## config.mk

```make
export PLATFORM = sky130hd
export DESIGN_NAME = fetch_ref_luma_loader
export DESIGN_NICKNAME = d
export VERILOG_FILES = /design/src/rtl/fetch_ref_luma_loader.sv
export SDC_FILE = /design/constraint.sdc
export NUM_CORES = 2
export LEC_CHECK = 0
export ABC_AREA = 1
export CELL_PAD_IN_SITES_DETAIL_PLACEMENT = 0
export CELL_PAD_IN_SITES_GLOBAL_PLACEMENT = 2
export CORE_AREA = 2 2 381 383
export DETAILED_ROUTE_END_ITERATION = 8
export DIE_AREA = 0 0 383 385
export GPL_TIMING_DRIVEN = 1
export PLACE_DENSITY = 0.93
export SLEW_MARGIN = 20
export SYNTH_ARGS = -nofsm -noshare
export SYNTH_HDL_FRONTEND = slang
export SYNTH_SLANG_ARGS = --single-unit
```

## constraint.sdc

```tcl
create_clock -name clk -period 6.15 [get_ports clk]
set_input_delay 1.23 -clock clk [delete_from_list [all_inputs] [get_ports clk]]
set_output_delay 1.23 -clock clk [all_outputs]
set_load 0.005 [all_outputs]
```

## src/rtl/fetch_ref_luma_loader.sv

```systemverilog
// Luma reference window loader: fetches an 80x96 window per LCU row by row
// from the external port, replicates picture-edge pixels and writes full rows.
module fetch_ref_luma_loader #(
  parameter int PIXEL_WIDTH = 8,
  parameter int BUS_PIX     = 16,
  parameter int ROWS        = 80,
  parameter int WIN_W       = 96,
  parameter int MARGIN      = 16,
  parameter int XW          = 12,
  parameter int LW          = 6
) (
  input  logic                         clk,
  input  logic                         rstn,
  input  logic                         start_i,
  input  logic [LW-1:0]                lcu_x_i,
  input  logic [LW-1:0]                lcu_y_i,
  input  logic [LW-1:0]                total_x_i,
  input  logic [LW-1:0]                total_y_i,
  output logic                         ext_req_o,
  input  logic                         ext_ack_i,
  output logic [XW-1:0]                ext_req_x_o,
  output logic [XW-1:0]                ext_req_y_o,
  output logic [2:0]                   ext_req_len_o,
  input  logic [BUS_PIX*PIXEL_WIDTH-1:0] ext_rdata_i,
  input  logic                         ext_rvalid_i,
  output logic                         load_valid_o,
  output logic [6:0]                   load_addr_o,
  output logic [WIN_W*PIXEL_WIDTH-1:0] load_data_o,
  output logic                         load_done_o,
  output logic                         busy_o,
  output logic [2:0]                   dbg_state_o,
  output logic                         dbg_bottom_o
);

  localparam int BUS_W     = BUS_PIX * PIXEL_WIDTH;
  localparam int ROW_W     = WIN_W * PIXEL_WIDTH;
  localparam int PW        = PIXEL_WIDTH;
  localparam int LCU_SHIFT = $clog2(WIN_W - 2 * MARGIN);

  localparam logic [2:0] LEN_FULL = 3'(WIN_W / BUS_PIX);
  localparam logic [2:0] LEN_EDGE = 3'((WIN_W - MARGIN) / BUS_PIX);
  localparam logic [2:0] LEN_BOTH = 3'((WIN_W - 2 * MARGIN) / BUS_PIX);

  localparam logic [2:0] S_IDLE  = 3'd0;
  localparam logic [2:0] S_REQ   = 3'd1;
  localparam logic [2:0] S_DATA  = 3'd2;
  localparam logic [2:0] S_WRITE = 3'd3;
  localparam logic [2:0] S_DONE  = 3'd4;

  logic [2:0]       state_q, state_d;
  logic [LW-1:0]    lcu_x_q, lcu_x_d;
  logic [LW-1:0]    lcu_y_q, lcu_y_d;
  logic [LW-1:0]    total_x_q, total_x_d;
  logic [LW-1:0]    total_y_q, total_y_d;
  logic [6:0]       row_q, row_d;
  logic [2:0]       beat_cnt_q, beat_cnt_d;
  logic [ROW_W-1:0] row_sr_q, row_sr_d;
  logic             ext_req_q, ext_req_d;

  logic             left_edge, right_edge;
  logic [XW-1:0]    req_x, req_y, base_y;
  logic [2:0]       req_len, beat_nxt;
  logic [ROW_W-1:0] pad_data;

  assign left_edge  = (lcu_x_q == '0);
  assign right_edge = (lcu_x_q == total_x_q);
  assign req_x      = left_edge ? '0 : (XW'(lcu_x_q) << LCU_SHIFT) - XW'(MARGIN);
  assign base_y     = (lcu_y_q == '0) ? '0 : (XW'(lcu_y_q) << LCU_SHIFT) - XW'(MARGIN);
  assign req_y      = base_y + XW'(row_q);
  assign req_len    = (left_edge && right_edge) ? LEN_BOTH :
                      (left_edge || right_edge) ? LEN_EDGE : LEN_FULL;
  assign beat_nxt   = beat_cnt_q + 3'd1;

  // Fetched pixels sit right-aligned in row_sr_q; a right edge first moves
  // them up by MARGIN so interior columns line up with window columns.
  always_comb begin
    pad_data = row_sr_q;
    if (right_edge) begin
      pad_data = row_sr_q << (MARGIN * PW);
    end
    if (left_edge) begin
      for (int k = 0; k < MARGIN; k++) begin
        pad_data[(WIN_W-1-k)*PW +: PW] = right_edge ?
          row_sr_q[(WIN_W-1-2*MARGIN)*PW +: PW] : row_sr_q[(WIN_W-1-MARGIN)*PW +: PW];
      end
    end
    if (right_edge) begin
      for (int k = 0; k < MARGIN; k++) begin
        pad_data[k*PW +: PW] = row_sr_q[PW-1:0];
      end
    end
  end

  // ext_req_o is a valid held with x/y/len stable until the cycle ext_ack_i
  // is seen high; each ext_rvalid_i beat in DATA is consumed with no stall.
  always_comb begin
    state_d    = state_q;
    lcu_x_d    = lcu_x_q;
    lcu_y_d    = lcu_y_q;
    total_x_d  = total_x_q;
    total_y_d  = total_y_q;
    row_d      = row_q;
    beat_cnt_d = beat_cnt_q;
    row_sr_d   = row_sr_q;
    ext_req_d  = ext_req_q;
    case (state_q)
      S_IDLE: begin
        if (start_i) begin
          lcu_x_d   = lcu_x_i;
          lcu_y_d   = lcu_y_i;
          total_x_d = total_x_i;
          total_y_d = total_y_i;
          row_d     = '0;
          ext_req_d = 1'b1;
          state_d   = S_REQ;
        end
      end
      S_REQ: begin
        if (ext_ack_i) begin
          ext_req_d  = 1'b0;
          beat_cnt_d = '0;
          state_d    = S_DATA;
        end
      end
      S_DATA: begin
        if (ext_rvalid_i) begin
          row_sr_d   = {row_sr_q[ROW_W-BUS_W-1:0], ext_rdata_i};
          beat_cnt_d = beat_nxt;
          if (beat_nxt == req_len) begin
            state_d = S_WRITE;
          end
        end
      end
      S_WRITE: begin
        if (row_q == 7'(ROWS - 1)) begin
          state_d = S_DONE;
        end else begin
          row_d     = row_q + 7'd1;
          ext_req_d = 1'b1;
          state_d   = S_REQ;
        end
      end
      S_DONE:  state_d = S_IDLE;
      default: state_d = S_IDLE;
    endcase
  end

  always_ff @(posedge clk or negedge rstn) begin
    if (!rstn) begin
      state_q    <= S_IDLE;
      lcu_x_q    <= '0;
      lcu_y_q    <= '0;
      total_x_q  <= '0;
      total_y_q  <= '0;
      row_q      <= '0;
      beat_cnt_q <= '0;
      row_sr_q   <= '0;
      ext_req_q  <= 1'b0;
    end else begin
      state_q    <= state_d;
      lcu_x_q    <= lcu_x_d;
      lcu_y_q    <= lcu_y_d;
      total_x_q  <= total_x_d;
      total_y_q  <= total_y_d;
      row_q      <= row_d;
      beat_cnt_q <= beat_cnt_d;
      row_sr_q   <= row_sr_d;
      ext_req_q  <= ext_req_d;
    end
  end

  assign ext_req_o     = ext_req_q;
  assign ext_req_x_o   = ext_req_q ? req_x : '0;
  assign ext_req_y_o   = ext_req_q ? req_y : '0;
  assign ext_req_len_o = ext_req_q ? req_len : '0;
  assign load_valid_o  = (state_q == S_WRITE);
  assign load_addr_o   = load_valid_o ? row_q : '0;
  assign load_data_o   = load_valid_o ? pad_data : '0;
  assign load_done_o   = (state_q == S_DONE);
  assign busy_o        = (state_q != S_IDLE);
  assign dbg_state_o   = state_q;
  assign dbg_bottom_o  = busy_o && (lcu_y_q == total_y_q);

endmodule

```

==> flow_metrics.tcl <==
set metrics [dict create \
    clk_path_buf_depth 3 \
    grt_use_total_pct 24.83 \
    worst_setup_path_end_kind "output port" \
    synth_most_common_cell "dfrtp_1" \
    initial_core_util_pct 30.95 \
    fin_hold_ws_ns 0.4581 \
    coreArea_sq_um 143100 \
    ys_seq_area_share_pct 45.53 \
    drc_errors 0 \
    async_reset_ff_share_pct 100.0 \
    syn_avg_cell_area_sq_um 8.601 \
    worstSetupStartpoint "lcu_x_q[0]" \
    synth_top_cell_by_area "dfrtp_1" \
    cts_inserted_buffers 97 \
    die_h_microns 385 \
    dieArea_sq_um 147500 \
    required_ns 4.92 \
    synthCells 5151 \
    ir_drop_uv 280.1 \
    fmax_mhz 173.2 \
    ant_nets 0 \
    cts_hold_buf 0 \
    p_per_area_nw_per_um2 529.3 \
    fill_cells 14500 \
    slew_violations 0 \
    max_slew_margin_pct 36.15 \
    fin_crit_sh_pct 93.88 \
    via_per_inst 4.973 \
    syn_area_sq_um 44300 \
    synth_warnings 0 \
    rsz0062_at_grt "no" \
    portBuffers 962 \
    drt-total-wl_mm 190.6 \
    drt_pre_antenna_iters 5 \
    finalClockSkew_ns 0.02133 \
    ys_top_cells_by_count "806 x dfrtp_1, 751 x nand2_1, 699 x inv_1" \
    antenna_found_initial 8 \
    grt-ovfl-total 0 \
    status "completed" \
    yosysUniqueCellTypes 38 \
    clkLatencyLatePin_ns 0.72 \
    root_buffer "clkbuf_16" \
    power_mw 30.87 \
    cts_tree "done" \
    seq_area_sq_um 20170 \
    dp_hpwl_mm 139.7 \
    min_path_type "primary input to asynchronous set/reset pin" \
    postCtsSetupBuffers 0 \
    clock_sinks 806 \
    fin_util_pct 40.75 \
    max_stage_delay_ns 0.69 \
    drt_iter0_drc 3683 \
    ys_top_cells_by_area "dfrtp_1 46%, a211oi_2 14%, o21ai_0 7.5%" \
    path_clk_slew_ns 0.06 \
    grt_pass1_vias 36810 \
    htree_levels 3 \
    hold_viol 0 \
    r2r-start "dbg_state_o[1]" \
    ys_ff_latch 806 \
    synth-main-ff-cell "dfrtp_1" \
    crit_type "flop to output port" \
    critPathArrivalTime_ns 4.54 \
    wl_per_cell_microns 24.19 \
    max_cap_viol_count 0 \
    gp_congestion 0.9781 \
    total_leakage_power_nw 24.48 \
    cts_resized 0 \
    grt_max_degree 197 \
    setup_violations 0 \
    critical_path.cell_chain "inv_2 -> ha_1 -> nand3_1 -> nor2_1 -> inv_1 -> nand4_1 -> buf_12 -> buf_4 -> o22ai_1 -> nor3_2 -> clkdlybuf4s50_1" \
    area.growth.synth_to_final_pct 31.65 \
    grt_pass1_wl_mm 268.2 \
    path_max_fanout 62 \
    start_kind "flop" \
    die_w_microns 383 \
    io_pins 967 \
    synth_edf_count 0 \
    drive_above_1_share_pct 15.00 \
    tns_ns 0 \
    yosys.area.top_type_share_pct 45.53 \
    multiInputGateArea_sq_um 19020 \
    finalCriticalPeriod_ns 5.774 \
    cpMaxStageDelayCell "o22ai_1" \
    vias 39180 \
    final_nets 6059 \
    worst_pin_slew_ns 0.9561 \
    num_rows 139 \
]
power breakdown:
group / switching (mW) / leakage [nW] / internal [mW] / total (mW)
combinational: 9.59 / 12.8 / 5.60 / 15.2
clock: 2.46 / 1.59 / 3.44 / 5.90
sequential: 2.03 / 10.1 / 7.73 / 9.77
total: 14.1 / 24.5 / 16.8 / 30.9
layout by cell type (no fill, tap or decap), types with 3 or more instances in the layout:
cell,Yosys,final
o21ai_0,668,668
xor2_1,7,7
ha_1,8,8
inv_2,14,14
o21ai_2,8,8
clkinvlp_4,0,3
bufinv_16,0,5
nor2_4,9,9
clkbuf_8,0,25
buf_12,0,29
inv_1,699,698
nand4_1,7,7
a21oi_1,263,263
buf_4,18,72
o21ai_4,8,8
dfrtp_1,806,806
nand3_1,15,15
clkbuf_16,0,97
nor3_1,31,31
xnor2_1,6,6
a211oi_1,5,5
a211oi_2,491,491
nand2_1,751,750
clkdlybuf4s50_1,0,961
o22ai_1,129,129
nor3_2,103,103
conb_1,1,4
clkbuf_1,209,28
clkinv_2,0,12
nor2_1,684,684
clkinv_8,0,3
critical path: cells and delay by family (launching register included):
| family | cells | cell delay, ns |
|---|---|---|
| flip-flops | 1 | 0.38 |
| AND/OR/NAND/NOR | 4 | 0.91 |
| adder cells (fa/ha/maj) | 1 | 0.24 |
| buffers and inverters | 5 | 1.45 |
| AO/OA/AOI/OAI | 1 | 0.69 |
layout make-up:
cell class,count,share of cell area (%)
Inverter,713,4.602
Timing Repair Buffer,1065,18.54
Multi-Input combinational cell,3210,32.61
Tap cell,1903,4.083
Antenna cell,2,0.008581
Clock buffer,150,4.932
Clock inverter,29,0.6479
Sequential cell,806,34.58
stage by stage:
stage / cells / area, sq um / setup WS, ns
6_report: 7878 / 58320 / 0.3765
5_1_grt: 7878 / 58320 / 0.2637
4_1_cts: 7875 / 58290 / 0.4504
3_5_place_dp: 7696 / 55040 / 1.238
3_3_place_gp: 7694 / 55000 / 1.179
2_1_floorplan: 5154 / 44310 / 2.794
per-layer routing:
metal,vias to the layer above,track usage [%],share of wire (%)
li1,18420,-,-
met4,2,12.01,5.4
met2,1384,38.11,45
met1,19050,33.15,43
met3,324,5.365,6.7
met5,-,0,0.0084
state kept, by name, summed over array words and instances (netlist names):
name         flops
total_x_q        6
ext_req_o        1
row_sr_q       768
total_y_q        6
lcu_x_q          6
beat_cnt_q       3
row_q            7
dbg_state_o      3
lcu_y_q          6
path summary, 6_finish.rpt:
| kind | endpoint | slack (ns) | depth (start not counted) |
|---|---|---|---|
| worst max-delay path | load_data_o[729] | 0.38 | 11 |
| worst min-delay path | row_sr_q[3] | 0.46 | 1 |
| worst max register to register | row_sr_q[19] | 3.37 | 8 |
| worst min register to register | row_sr_q[644] | 0.48 | 2 |
| max in group asynchronous | row_sr_q[348] | 4.13 | 3 |
| min in group clk | row_sr_q[644] | 0.48 | 2 |
logic make-up (layout without fill, tap and decap cells):
| kind of cell | count (synthesis) | count (layout) | share of synthesized area (%) |
|---|---|---|---|
| compound gates | 1576 | 1576 | 26.82 |
| xor+xnor | 13 | 13 | 0.2570 |
| fa+ha+maj | 9 | 9 | 0.2711 |
| buf+inv | 1138 | 1957 | 11.62 |
| flops | 806 | 806 | 45.53 |
| other cells | 1 | 6 | 0.008465 |
| simple gates | 1608 | 1608 | 15.50 |
Note: power is estimated with default switching activity, not from simulation.
